`src/rtl/wb_pkg.sv`:
```
// Shared types and helpers for the register-file writeback port arbiter.
// The entry layout fixes XLEN/TAG_W; the arbiter's parameters default to these.
package wb_pkg;

    localparam int         WB_XLEN  = 32;
    localparam int         WB_TAG_W = 4;
    localparam logic [4:0] RD_ZERO  = 5'd0;

    typedef struct packed {
        logic                valid;
        logic [4:0]          rd;
        logic [WB_TAG_W-1:0] tag;
        logic [WB_XLEN-1:0]  data;
    } wb_entry_t;

    // a_tag is older than b_tag when b_tag is ahead by less than half the tag space.
    function automatic logic is_older(input logic [WB_TAG_W-1:0] a_tag,
                                      input logic [WB_TAG_W-1:0] b_tag);
        logic [WB_TAG_W-1:0] diff;
        diff = b_tag - a_tag;
        return (diff != '0) && !diff[WB_TAG_W-1];
    endfunction

endpackage

```
`src/rtl/wb_pend_queue.sv`:
```
// In-order circular buffer of pending ALU writebacks, with an rd/tag
// match-and-clear squash port that also covers the entry being pushed.
module wb_pend_queue
    import wb_pkg::*;
#(
    parameter int DEPTH = 4
) (
    input  logic                   clk,
    input  logic                   rst_n,
    input  logic                   i_flush,
    input  logic                   i_push,
    input  wb_entry_t              i_pushEntry,
    input  logic                   i_pop,
    input  logic                   i_sqVld,
    input  logic [4:0]             i_sqRd,
    input  logic [WB_TAG_W-1:0]    i_sqTag,
    output wb_entry_t              o_head,
    output logic [$clog2(DEPTH):0] o_cnt
);

    localparam int PTR_W = $clog2(DEPTH);
    localparam int CNT_W = PTR_W + 1;

    wb_entry_t        r_mem [DEPTH];
    logic [PTR_W-1:0] r_wrPtr;
    logic [PTR_W-1:0] r_rdPtr;
    logic [CNT_W-1:0] r_cnt;
    wb_entry_t        w_pushEntry;

    always_comb begin
        w_pushEntry = i_pushEntry;
        if (i_sqVld && (i_pushEntry.rd == i_sqRd) && is_older(i_pushEntry.tag, i_sqTag)) begin
            w_pushEntry.valid = 1'b0;
        end
    end

    // Squashed entries keep their slot; the arbiter pops them without writing.
    always_ff @(posedge clk or negedge rst_n) begin
        if (!rst_n) begin
            r_wrPtr <= '0;
            r_rdPtr <= '0;
            r_cnt   <= '0;
            for (int i = 0; i < DEPTH; i++) begin
                r_mem[i] <= '0;
            end
        end else if (i_flush) begin
            r_wrPtr <= '0;
            r_rdPtr <= '0;
            r_cnt   <= '0;
            for (int i = 0; i < DEPTH; i++) begin
                r_mem[i].valid <= 1'b0;
            end
        end else begin
            for (int i = 0; i < DEPTH; i++) begin
                if (i_sqVld && r_mem[i].valid && (r_mem[i].rd == i_sqRd) &&
                    is_older(r_mem[i].tag, i_sqTag)) begin
                    r_mem[i].valid <= 1'b0;
                end
            end
            if (i_push) begin
                r_mem[r_wrPtr] <= w_pushEntry;
                r_wrPtr        <= r_wrPtr + 1'b1;
            end
            if (i_pop) begin
                r_rdPtr <= r_rdPtr + 1'b1;
            end
            r_cnt <= r_cnt + CNT_W'(i_push) - CNT_W'(i_pop);
        end
    end

    assign o_head = r_mem[r_rdPtr];
    assign o_cnt  = r_cnt;

    a_noOverflow: assert property (@(posedge clk) disable iff (!rst_n)
        !(i_push && !i_pop && (r_cnt == CNT_W'(DEPTH))));

endmodule

```
`src/rtl/wb_port_arbiter.sv`:
```
// Owns the regfile write port: load returns always win, colliding ALU results
// wait in an in-order queue, and stale queued results are squashed by age tag.
module wb_port_arbiter
    import wb_pkg::*;
#(
    parameter int XLEN  = WB_XLEN,
    parameter int DEPTH = 4,
    parameter int TAG_W = WB_TAG_W
) (
    input  logic                   clk,
    input  logic                   rst_n,
    input  logic                   flush,
    input  logic                   alu_vld,
    output logic                   alu_rdy,
    input  logic [4:0]             alu_rd,
    input  logic [XLEN-1:0]        alu_data,
    input  logic [TAG_W-1:0]       alu_tag,
    input  logic                   ld_vld,
    input  logic [4:0]             ld_rd,
    input  logic [XLEN-1:0]        ld_data,
    input  logic [TAG_W-1:0]       ld_tag,
    output logic                   rf_we,
    output logic [4:0]             rf_waddr,
    output logic [XLEN-1:0]        rf_wdata,
    output logic [$clog2(DEPTH):0] q_cnt
);

    localparam int CNT_W = $clog2(DEPTH) + 1;

    logic             w_aluAcc;
    logic             w_qEmpty;
    logic             w_push;
    logic             w_pop;
    logic             w_sqVld;
    logic             w_nextWe;
    logic [4:0]       w_nextAddr;
    logic [XLEN-1:0]  w_nextData;
    logic [CNT_W-1:0] w_cnt;
    wb_entry_t        w_head;
    wb_entry_t        w_aluEntry;

    // Ready comes from the registered count, so a full queue never pushes.
    assign alu_rdy    = (w_cnt != CNT_W'(DEPTH));
    assign w_aluAcc   = alu_vld && alu_rdy && !flush;
    assign w_qEmpty   = (w_cnt == '0);
    assign w_sqVld    = ld_vld && (ld_rd != RD_ZERO);
    assign w_aluEntry = '{valid: 1'b1, rd: alu_rd, tag: alu_tag, data: alu_data};
    assign q_cnt      = w_cnt;

    wb_pend_queue #(
        .DEPTH(DEPTH)
    ) u_queue (
        .clk        (clk),
        .rst_n      (rst_n),
        .i_flush    (flush),
        .i_push     (w_push),
        .i_pushEntry(w_aluEntry),
        .i_pop      (w_pop),
        .i_sqVld    (w_sqVld),
        .i_sqRd     (ld_rd),
        .i_sqTag    (ld_tag),
        .o_head     (w_head),
        .o_cnt      (w_cnt)
    );

    always_comb begin
        w_nextWe   = 1'b0;
        w_nextAddr = rf_waddr;
        w_nextData = rf_wdata;
        w_push     = 1'b0;
        w_pop      = 1'b0;
        if (ld_vld) begin
            w_nextWe   = (ld_rd != RD_ZERO);
            w_nextAddr = ld_rd;
            w_nextData = ld_data;
            w_push     = w_aluAcc;
        end else if (!w_qEmpty) begin
            w_pop      = 1'b1;
            w_nextWe   = w_head.valid && (w_head.rd != RD_ZERO);
            w_nextAddr = w_head.rd;
            w_nextData = w_head.data;
            w_push     = w_aluAcc;
        end else if (w_aluAcc) begin
            w_nextWe   = (alu_rd != RD_ZERO);
            w_nextAddr = alu_rd;
            w_nextData = alu_data;
        end
    end

    always_ff @(posedge clk or negedge rst_n) begin
        if (!rst_n) begin
            rf_we    <= 1'b0;
            rf_waddr <= '0;
            rf_wdata <= '0;
        end else begin
            rf_we    <= w_nextWe;
            rf_waddr <= w_nextAddr;
            rf_wdata <= w_nextData;
        end
    end

endmodule
```
`config.mk`:
```
export PLATFORM = sky130hd
export DESIGN_NAME = wb_port_arbiter
export DESIGN_NICKNAME = d
export VERILOG_FILES = /design/src/rtl/wb_pkg.sv /design/src/rtl/wb_pend_queue.sv /design/src/rtl/wb_port_arbiter.sv
export SDC_FILE = /design/constraint.sdc
export NUM_CORES = 1
export LEC_CHECK = 0
export ABC_AREA = 1
export BUFFER_PORTS_ARGS = -buffer_cell sky130_fd_sc_hd__buf_2
export CORE_AREA = 2 2 163 125
export DETAILED_ROUTE_END_ITERATION = 12
export DIE_AREA = 0 0 165 127
export PLACE_DENSITY_LB_ADDON = 0.2
export SLEW_MARGIN = 5
export SYNTH_ARGS = -nofsm -noshare
export SYNTH_HDL_FRONTEND = slang
export SYNTH_SLANG_ARGS = --single-unit
export TNS_END_PERCENT = 30
```
`constraint.sdc`:
```
create_clock -name clk -period 2.57 [get_ports clk]
set_input_delay 0.514 -clock clk [delete_from_list [all_inputs] [get_ports clk]]
set_output_delay 0.514 -clock clk [all_outputs]
set_load 0.01 [all_outputs]
```
Word level (Yosys, flattened, before mapping)
Cells that the tools add are included.
{ "op_classes": {"n_addsub": 9, "n_lt_le_gt_ge": 3, "n_eq_ne": 7, "mux": 38, "bitwise_logic": 3, "reduce_logical": 42} }
{ "ops": {"columns": ["cell", "count"], "rows": [
  ["bitwise mux 168 bit", 1],
  ["2-to-1 mux 168 bit", 1],
  ["2-to-1 mux 42 bit", 3],
  ["2-to-1 mux 32 bit", 3],
  ["binary-select mux 42 bit (select 2 bit)", 1],
  ["demux 42 bit (select 2 bit)", 1],
  ["equality test 5 bit", 5],
  ["logical AND 1 bit", 24],
  ["2-to-1 mux 1 bit", 20],
  ["nonzero test 4 bit", 5],
  ["subtractor 4 bit", 5],
  ["2-to-1 mux 5 bit", 3],
  ["nonzero test 5 bit", 3],
  ["2-to-1 mux 2 bit", 4],
  ["greater-or-equal comparator 3 bit (second input constant)", 2],
  ["logical NOT 1 bit", 6],
  ["!= test 3 bit (second input constant)", 2],
  ["inverter 2 -> 3 bit", 2],
  ["adder 2 x 1 -> 2 bit (second input constant)", 2],
  ["nonzero test 2 bit", 2],
  ["adder 3 x 1 -> 3 bit", 1],
  ["logical NOT 3 bit", 1],
  ["less-than comparator 3 x 1 -> 1 bit (second input constant)", 1],
  ["2-to-1 mux 3 bit", 1],
  ["other kinds (3)", 3]
]} }
{ "totals": {"ff_bits": 213, "inputBits": 87, "output_inout_bits": 42, "word_cells": 124} }

Logic depth before layout (Yosys ltp)
Gate-level depths: netlist of the first run.
{ "logic_depth": {"ltp_word": 10, "depth_mapped": 12, "depth_no_buf": 12} }

Modules after synthesis
Synthesis of the first run repeated with hierarchy kept, for this count alone.
{ "hier_totals": {"cells_unflattened": 1458, "hier_area_um2": 11357.1} }
{ "modules_own_cells": {"columns": ["module", "n_inst", "cells_each", "area_per_inst_um2", "seq_area_each_um2"], "rows": [
  ["wb_pend_queue", 1, 1095, 8919.8, 4379.2],
  ["wb_port_arbiter", 1, 363, 2437.3, 950.9]
]} }

Least setup slack after synthesis of the first run
No wires, ideal clock.
{ "synth_timing": {"path_kind": "input to register", "start": "in flush", "end": "reg u_queue.r_cnt[2], in the netlist u_queue.o_cnt[2]", "setup_time_ns": 0.119, "arrival_time_ns": 2.083, "required_time_ns": 2.451, "path_slack_ns": 0.368, "cell_stages": 12, "path_buffers": 2, "cell_sequence": "buf_4 > inv_2 > nand3_4 > clkbuf_2 > inv_1 > nor2_1 > o21bai_1 > ha_1 > inv_1 > fa_1 > xor2_1 > nor2_1"} }
{ "synth_via": {"elab_chain_cells": 7} }
{ "synth_lines": {"columns": ["element", "line_no", "text"], "rows": [
  ["start, declared", "wb_port_arbiter.sv:12", "input logic flush,"],
  ["logical NOT 1 bit", "wb_port_arbiter.sv:44", "assign w_aluAcc = alu_vld && alu_rdy && !flush;"],
  ["logical AND 1 bit", "wb_port_arbiter.sv:44", null],
  ["2-to-1 mux 1 bit", "wb_port_arbiter.sv:77", "end else if (!w_qEmpty) begin"],
  ["2-to-1 mux 1 bit", "wb_port_arbiter.sv:72", "if (ld_vld) begin"],
  ["adder 3 x 1 -> 3 bit", "wb_pend_queue.sv:67", "r_cnt <= r_cnt + CNT_W'(i_push) - CNT_W'(i_pop);"],
  ["subtractor 3 x 1 -> 3 bit", "wb_pend_queue.sv:67", null],
  ["2-to-1 mux 3 bit (*)", "wb_pend_queue.sv:46", "end else if (i_flush) begin"],
  ["end signal, assigned", "wb_pend_queue.sv:67", null],
  ["end, declared", "wb_pend_queue.sv:27", "logic [CNT_W-1:0] r_cnt;"]
]} }
Every way passes the cells marked *; elsewhere a longest branch is shown, timed or not.
A chain may end at the register's enable or synchronous reset.

Final worst setup path of the first run
{ "layout_timing": {"start": "reg u_queue.r_cnt[1], in the netlist u_queue.o_cnt[1]", "end": "reg u_queue.r_cnt[2], in the netlist u_queue.o_cnt[2]"} }
{ "layout_via": {"elab_chain_cells": 8, "word_cells_on_any_way": 11, "cone_classes": "2 x add/sub; 1 x eq/ne; 5 x mux; 3 x reduce/logical"} }
{ "layout_lines": {"columns": ["element", "line_no", "text"], "rows": [
  ["!= test 3 bit", "wb_port_arbiter.sv:43", "assign alu_rdy = (w_cnt != CNT_W'(DEPTH));"],
  ["logical AND 1 bit (2 in series)", "wb_port_arbiter.sv:44", null],
  ["2-to-1 mux 1 bit", "wb_port_arbiter.sv:77", null],
  ["2-to-1 mux 1 bit", "wb_port_arbiter.sv:72", null],
  ["adder 3 x 1 -> 3 bit", "wb_pend_queue.sv:67", null],
  ["subtractor 3 x 1 -> 3 bit (*)", "wb_pend_queue.sv:67", null],
  ["2-to-1 mux 3 bit (*)", "wb_pend_queue.sv:46", null]
]} }
Marks and branches as above.

==> metrics.cfg, run 1 <==
[run_status]
status=finished, final reports clean

[routing]
drtIter0Drc=1050
ant_nets=0
drc_errors=0
wl_met3_um=2460
wl_met2_um=11700
m1WireLength_um=13300
vias=9596
routed_wl_um=27800
top_layer=met4
drt-vias-per-instance=5.50
wire_per_inst_um=16.0
drtPass1Iterations=6

[placement]
port_buffers=128
dpl.hpwl_um=18100
finalWeightedCongestion=0.893

[flow_run]
maxCapViolCount=0

[global_routing]
grt_use_total_pct=27.5
grt_max_degree=72
grt_pass1_wl_um=46200
antenna_found_initial=1
grt_pass1_vias=8946
grt-ovfl-total=0

[floorplan]
die_h_um=127
initial_core_util_pct=58.8
core_mm2=0.0192
die_w_um=165
die-area_mm2=0.0210
rows=44
io_pins=129

[sta]
whs_ns=0.0160
hold_violations=0
slew_headroom_pct=58.7
fmax_mhz=469
slew_violations=0
fin_skew_ns=0.0100
final.period_utilization_pct=82.9
fin_crit_ns=2.13
finalSetupViolCount=0
tightestPinTransition_ns=0.619
rsz0062_at_grt=false
timing.setup.tns_ns=0

[synth]
synthMuxAreaShare_pct=0
synth-simple-area-share_pct=20.5
ys_types=35
synth_top_cell_area_share_pct=47.2
synth-compound-area-share_pct=19.1
synth-seq-cells=213
synth.cells.most_frequent=nand2_1 (402), dfrtp_1 (213), nor2_1 (132), o21ai_0 (112), inv_1 (107)
synth_cells=1382
async_flop_share_pct=100
yosys_warnings=0
yosys.area_share.adder_pct=3.28
ys_seq_area_share_pct=47.2
synth_xor_area_share_pct=0.930
yosys.area.top_type=dfrtp_1
synth_edf_count=0
synth_most_common_cell=nand2_1
synth_top_flop_cell=dfrtp_1
synth.area.top_cells=dfrtp_1 (47%), nand2_1 (13%), o21ai_2 (6.5%)
synth_area_mm2=0.0113
syn_area_per_cell_um2=8.18
synth_top_family_by_area=simple AND/OR/NAND/NOR gates
synth_nets=1495

[clock_network]
cts.htree.levels=1
cts_setup_buffers=0
hold_buffers=0
path_clk_slew_ns=0.06
worstSkewPairLatency_ns=0.50
cts_resized=0
cts_made_buffers=22
clockRootBuffer=clkbuf_16
cts_max_path_buffers=3
cts_tree=built
cts.sinks=213

[setup_path]
r2r_start=u_queue.o_cnt[1]$_DFF_PN0_
crit_path_end=u_queue.o_cnt[2]$_DFF_PN0_
reg2reg_depth=11
critPathRequiredTime_ns=2.95
rr_endpoint=u_queue.o_cnt[2]$_DFF_PN0_
crit_fanout=4
end_kind=flip-flop
crit_arrival_ns=2.52
path_class=flip-flop to flip-flop
r2r_slack_ns=0.44
critPathLaunchType=flip-flop
setup.worst_path.start=u_queue.o_cnt[1]$_DFF_PN0_

[final_layout]
antenna_cells=0
drive_gt1_share_pct=19.9
area_growth_pct=12.6
final_nets=1588

[min_path]
hp-class=primary input to async pin

[pwr]
power.total_mw=13.5
p_leak_nw=6.46
power.density_mw_per_mm2=1060
irDropWorstVdd_v=0.000588

[worst max-delay path: stages (launching register included)]
cell and delay, ns:
dfrtp_1 0.44, nor2_2 0.16, nand2_2 0.09, nand3_4 0.13, inv_1 0.08, nor2_1 0.15, o21bai_1 0.14, ha_1 0.15
inv_1 0.05, fa_1 0.40, xor2_1 0.17, nor2_1 0.05
[area by class of cell]
class / count / area [um^2]
Inverter: 118 / 443
Sequential cell: 213 / 5330
Clock buffer: 31 / 656
Multi-Input combinational cell: 968 / 4950
Clock inverter: 9 / 73.8
Fill cell: 1602 / 6490
Tap cell: 253 / 317
Timing Repair Buffer: 152 / 955
[layer usage]
metal | track usage, % | vias to the layer above
met5 | 0 | -
met4 | 5.78 | 0
met3 | 4.90 | 31
met2 | 39.0 | 398
met1 | 43.9 | 4510
li1 | - | 4657
[power by group]
group	total [mW]	switching, mW	internal, mW
combinational	4.87	2.98	1.89
sequential	5.41	0.780	4.63
clock	3.19	1.31	1.88
[worst min-delay path by stage]
stage                                     to  slack [ns]                startpoint
detailed placement                 flip-flop        0.46                 flip-flop
global placement    rf_wdata[24]$_DFFE_PN0P_        0.46  rf_wdata[24]$_DFFE_PN0P_
finish               rf_waddr[0]$_DFFE_PN0P_        0.02                     rst_n
floorplan                          async pin        0.22                     rst_n
CTS                  rf_waddr[0]$_DFFE_PN0P_        0.04                     rst_n
global route         rf_waddr[4]$_DFFE_PN0P_        0.07                     rst_n
[cells in the final DEF (no fill, tap or decap), types with 4 or more instances in the layout]
cell,count
buf_12,10
nor2_1,132
o21ai_2,84
nand2_1,402
a21oi_1,20
clkbuf_16,23
o21ai_0,112
o21ai_1,77
xnor2_1,9
nand3_1,32
a41oi_1,6
dfrtp_1,212
nand2_4,4
o22ai_1,27
clkbuf_8,6
nand2_2,4
ha_1,20
clkinv_2,7
fa_1,6
buf_4,14
inv_2,8
buf_2,127
inv_1,107
a31oi_1,16
[per-stage QoR]
stage	instances	worst slack (ns)	cell area (um^2)	util [%]
after floorplan	1382	0.368	11300	-
after global placement	1704	0.401	12000	62.4
after detailed placement	1704	0.369	12000	62.4
after CTS	1744	0.435	12700	66.2
after global routing	1744	0.253	12700	66.2
final	1744	0.438	12700	66.2
[cells by family (layout without fill, tap and decap cells)]
logic type                 after synthesis  in the layout
and+or+nand+nor                        581            581
AOI/OAI and AO/OA                      349            349
DFF                                    213            213
buffers and inverters                  201            310
adders and majority gates               26             26
xor gates and xnor gates                12             12
Note: power is estimated with default switching activity, not from simulation.
==> run 2: changes to the inputs <==
clock period = 2 ns   (was 2.57 ns; I/O delays follow)
==> run 2 against run 1 <==
Worst setup slack got worse by 0.32 ns. Sequential power rose by 27%. Register-to-register slack got worse by 0.32 ns. Largest cell class unchanged.
==> metrics.cfg, run 2 (synthesized netlist as in run 1, its figures left out) <==
[pwr]
power.density_mw_per_mm2=1360  ; +29%
power.total_mw=17.8  ; +32%
p_leak_nw=6.64  ; +2.8%
irDropWorstVdd_v=0.000753  ; +28%

[global_routing]
antenna_found_initial=0  ; -1
grt_pass1_wl_um=46900  ; +1.6%
grt_pass1_vias=9032  ; +0.96%
grt_max_degree=63  ; -13%
grt-ovfl-total=0  ; unchanged
grt_use_total_pct=28.0  ; +0.59 points

[final_layout]
final_cells=1776  ; +1.8%
regArea_mm2=0.00533  ; about the same
layout_commonest_cell=nand2_1
area_growth_pct=15.7
final_util_pct=68.1  ; +1.8 points
final_nets=1620  ; +2.0%
nFillCells=1586  ; -1.0%
finish.instance_area_mm2=0.0131  ; +2.7%
layout_common_cells=nand2_1 (402), dfrtp_1 (211), nor2_1 (130)
drive_gt1_share_pct=21.7  ; +1.8 points
multi_input_area_mm2=0.00498  ; +0.51%
antenna_cells=0  ; unchanged

[routing]
drtPass1Iterations=5  ; -1
drtIter0Drc=940  ; -10%
wire_per_inst_um=16.2  ; +1.5%
drt-vias-per-instance=5.47  ; -0.51%
vias=9722  ; +1.3%
ant_nets=0  ; unchanged
drc_errors=0  ; unchanged
routed_wl_um=28800  ; +3.4%

[sta]
hold_violations=0  ; unchanged
fin_ws_ns=0.114  ; -0.324 ns
final.period_utilization_pct=94.3  ; +11 points
fin_crit_ns=1.89  ; -0.246 ns
fin_skew_ns=0.00702  ; -0.00302 ns
fmax_mhz=530  ; +13%
slew_headroom_pct=69.8  ; +11 points
slew_violations=0  ; unchanged
timing.setup.tns_ns=0  ; unchanged
tightestPinTransition_ns=0.453  ; -0.167 ns
finalSetupViolCount=0  ; unchanged
whs_ns=0.147  ; +0.131 ns

[placement]
port_buffers=128  ; unchanged
finalWeightedCongestion=0.907  ; +1.5%
placed_cells=1730  ; +1.5%
dpl.hpwl_um=19600  ; +8.6%
placed_cell_area_mm2=0.0123  ; +2.2%
dp_slack_ns=-0.0178  ; -0.387 ns

[setup_path]
crit_fanout=3  ; -1
path_cells=nor2_4, buf_4, nand2_4, nand2_2, nor2_2, o21bai_1, ha_2, inv_1, fa_2, nor2_2
rr_endpoint=u_queue.o_cnt[1]$_DFF_PN0_
cpPeakStageDelay_ns=0.53  ; +0.09 ns
r2r_slack_ns=0.11  ; -0.32 ns
critPathLaunchType=flip-flop
crit_buf_inv=2  ; unchanged
path_class=flip-flop to flip-flop
cp_common_cell=nor2_2
cp_slowest_cell=fa_2
crit_family=adder cells
crit_arrival_ns=2.27  ; -0.25 ns
r2r_start=u_queue.o_cnt[0]$_DFF_PN0_
critPathRequiredTime_ns=2.39  ; -0.56 ns
end_kind=flip-flop
reg2reg_depth=10  ; -1

[clock_network]
cts.htree.levels=1  ; unchanged
cts_max_path_buffers=3  ; unchanged
cts.sinks=213  ; unchanged
path_clk_slew_ns=0.07  ; about the same
clockRootBuffer=clkbuf_16
cts_tree=built
cts_made_buffers=22  ; unchanged
worstSkewPairLatency_ns=0.50  ; about the same

[min_path]
hp-start=ld_data[6]
hold-path-cell-count=3
hp-class=primary input to flip-flop
hold_path_end=rf_wdata[6]$_DFFE_PN0P_

[run_status]
status=finished, final reports clean

[flow_run]
maxCapViolCount=0  ; unchanged

[floorplan]
io_pins=129  ; unchanged
initial_core_util_pct=58.8  ; unchanged
die-area_mm2=0.0210  ; unchanged
die_w_um=165  ; unchanged
rows=44  ; unchanged
core_mm2=0.0192  ; unchanged
die_h_um=127  ; unchanged

## run 2: cell type report
cell class / instances / area share (%)
clock buffer: 32 / 4.89
clock inverter: 8 / 0.909
inverter: 118 / 3.39
multi-input combinational: 968 / 38.1
sequential: 213 / 40.8
tap: 253 / 2.42
timing repair buffer: 184 / 9.54
## run 2: what timing repair did
| item | in CTS | in global routing |
|---|---|---|
| gates resized for setup | 0 | 5 |
| setup endpoints to repair | 0 | 30 |
| buffers inserted | 0 | 5 |
| hold buffers | 1 | 0 |
| hold endpoints to repair | 39 | 0 |
## run 2: metal layers
metal | GRT usage, % | part of all wire [%] | vias to the layer above
met5 | 0 | 0 | -
met1 | 44.7 | 48 | 4627
li1 | - | - | 4716
met2 | 40.9 | 43 | 350
met4 | 4.81 | 1.3 | 0
met3 | 4.55 | 7.9 | 29
## run 2: worst reg2reg max path, cell delays in order, from the launching register on
cell and delay, ns:
dfrtp_1 0.41, nor2_4 0.07, buf_4 0.14, nand2_4 0.09
nand2_2 0.07, nor2_2 0.09, o21bai_1 0.12, ha_2 0.18
inv_1 0.05, fa_2 0.53, nor2_2 0.03
## run 2: worst max path at each step
stage	start	end	slack, ns	cells after the start
after floorplan	u_queue.o_cnt[1]$_DFF_PN0_	u_queue.o_cnt[2]$_DFF_PN0_	-0.11	12
after global placement	ld_tag[0]	u_queue.r_mem[83]$_DFF_PN0_	0.03	14
after detailed placement	ld_tag[0]	u_queue.r_mem[41]$_DFF_PN0_	-0.02	14
after CTS	u_queue.o_cnt[0]$_DFF_PN0_	u_queue.o_cnt[2]$_DFF_PN0_	0.06	11
after global routing	u_queue.o_cnt[0]$_DFF_PN0_	u_queue.o_cnt[2]$_DFF_PN0_	-0.0008	11
final	u_queue.o_cnt[0]$_DFF_PN0_	u_queue.o_cnt[1]$_DFF_PN0_	0.11	10
## run 2: where the power goes
group | switching [mW] | internal, mW
sequential | 0.942 | 5.95
clock | 1.71 | 2.61
combinational | 3.96 | 2.62
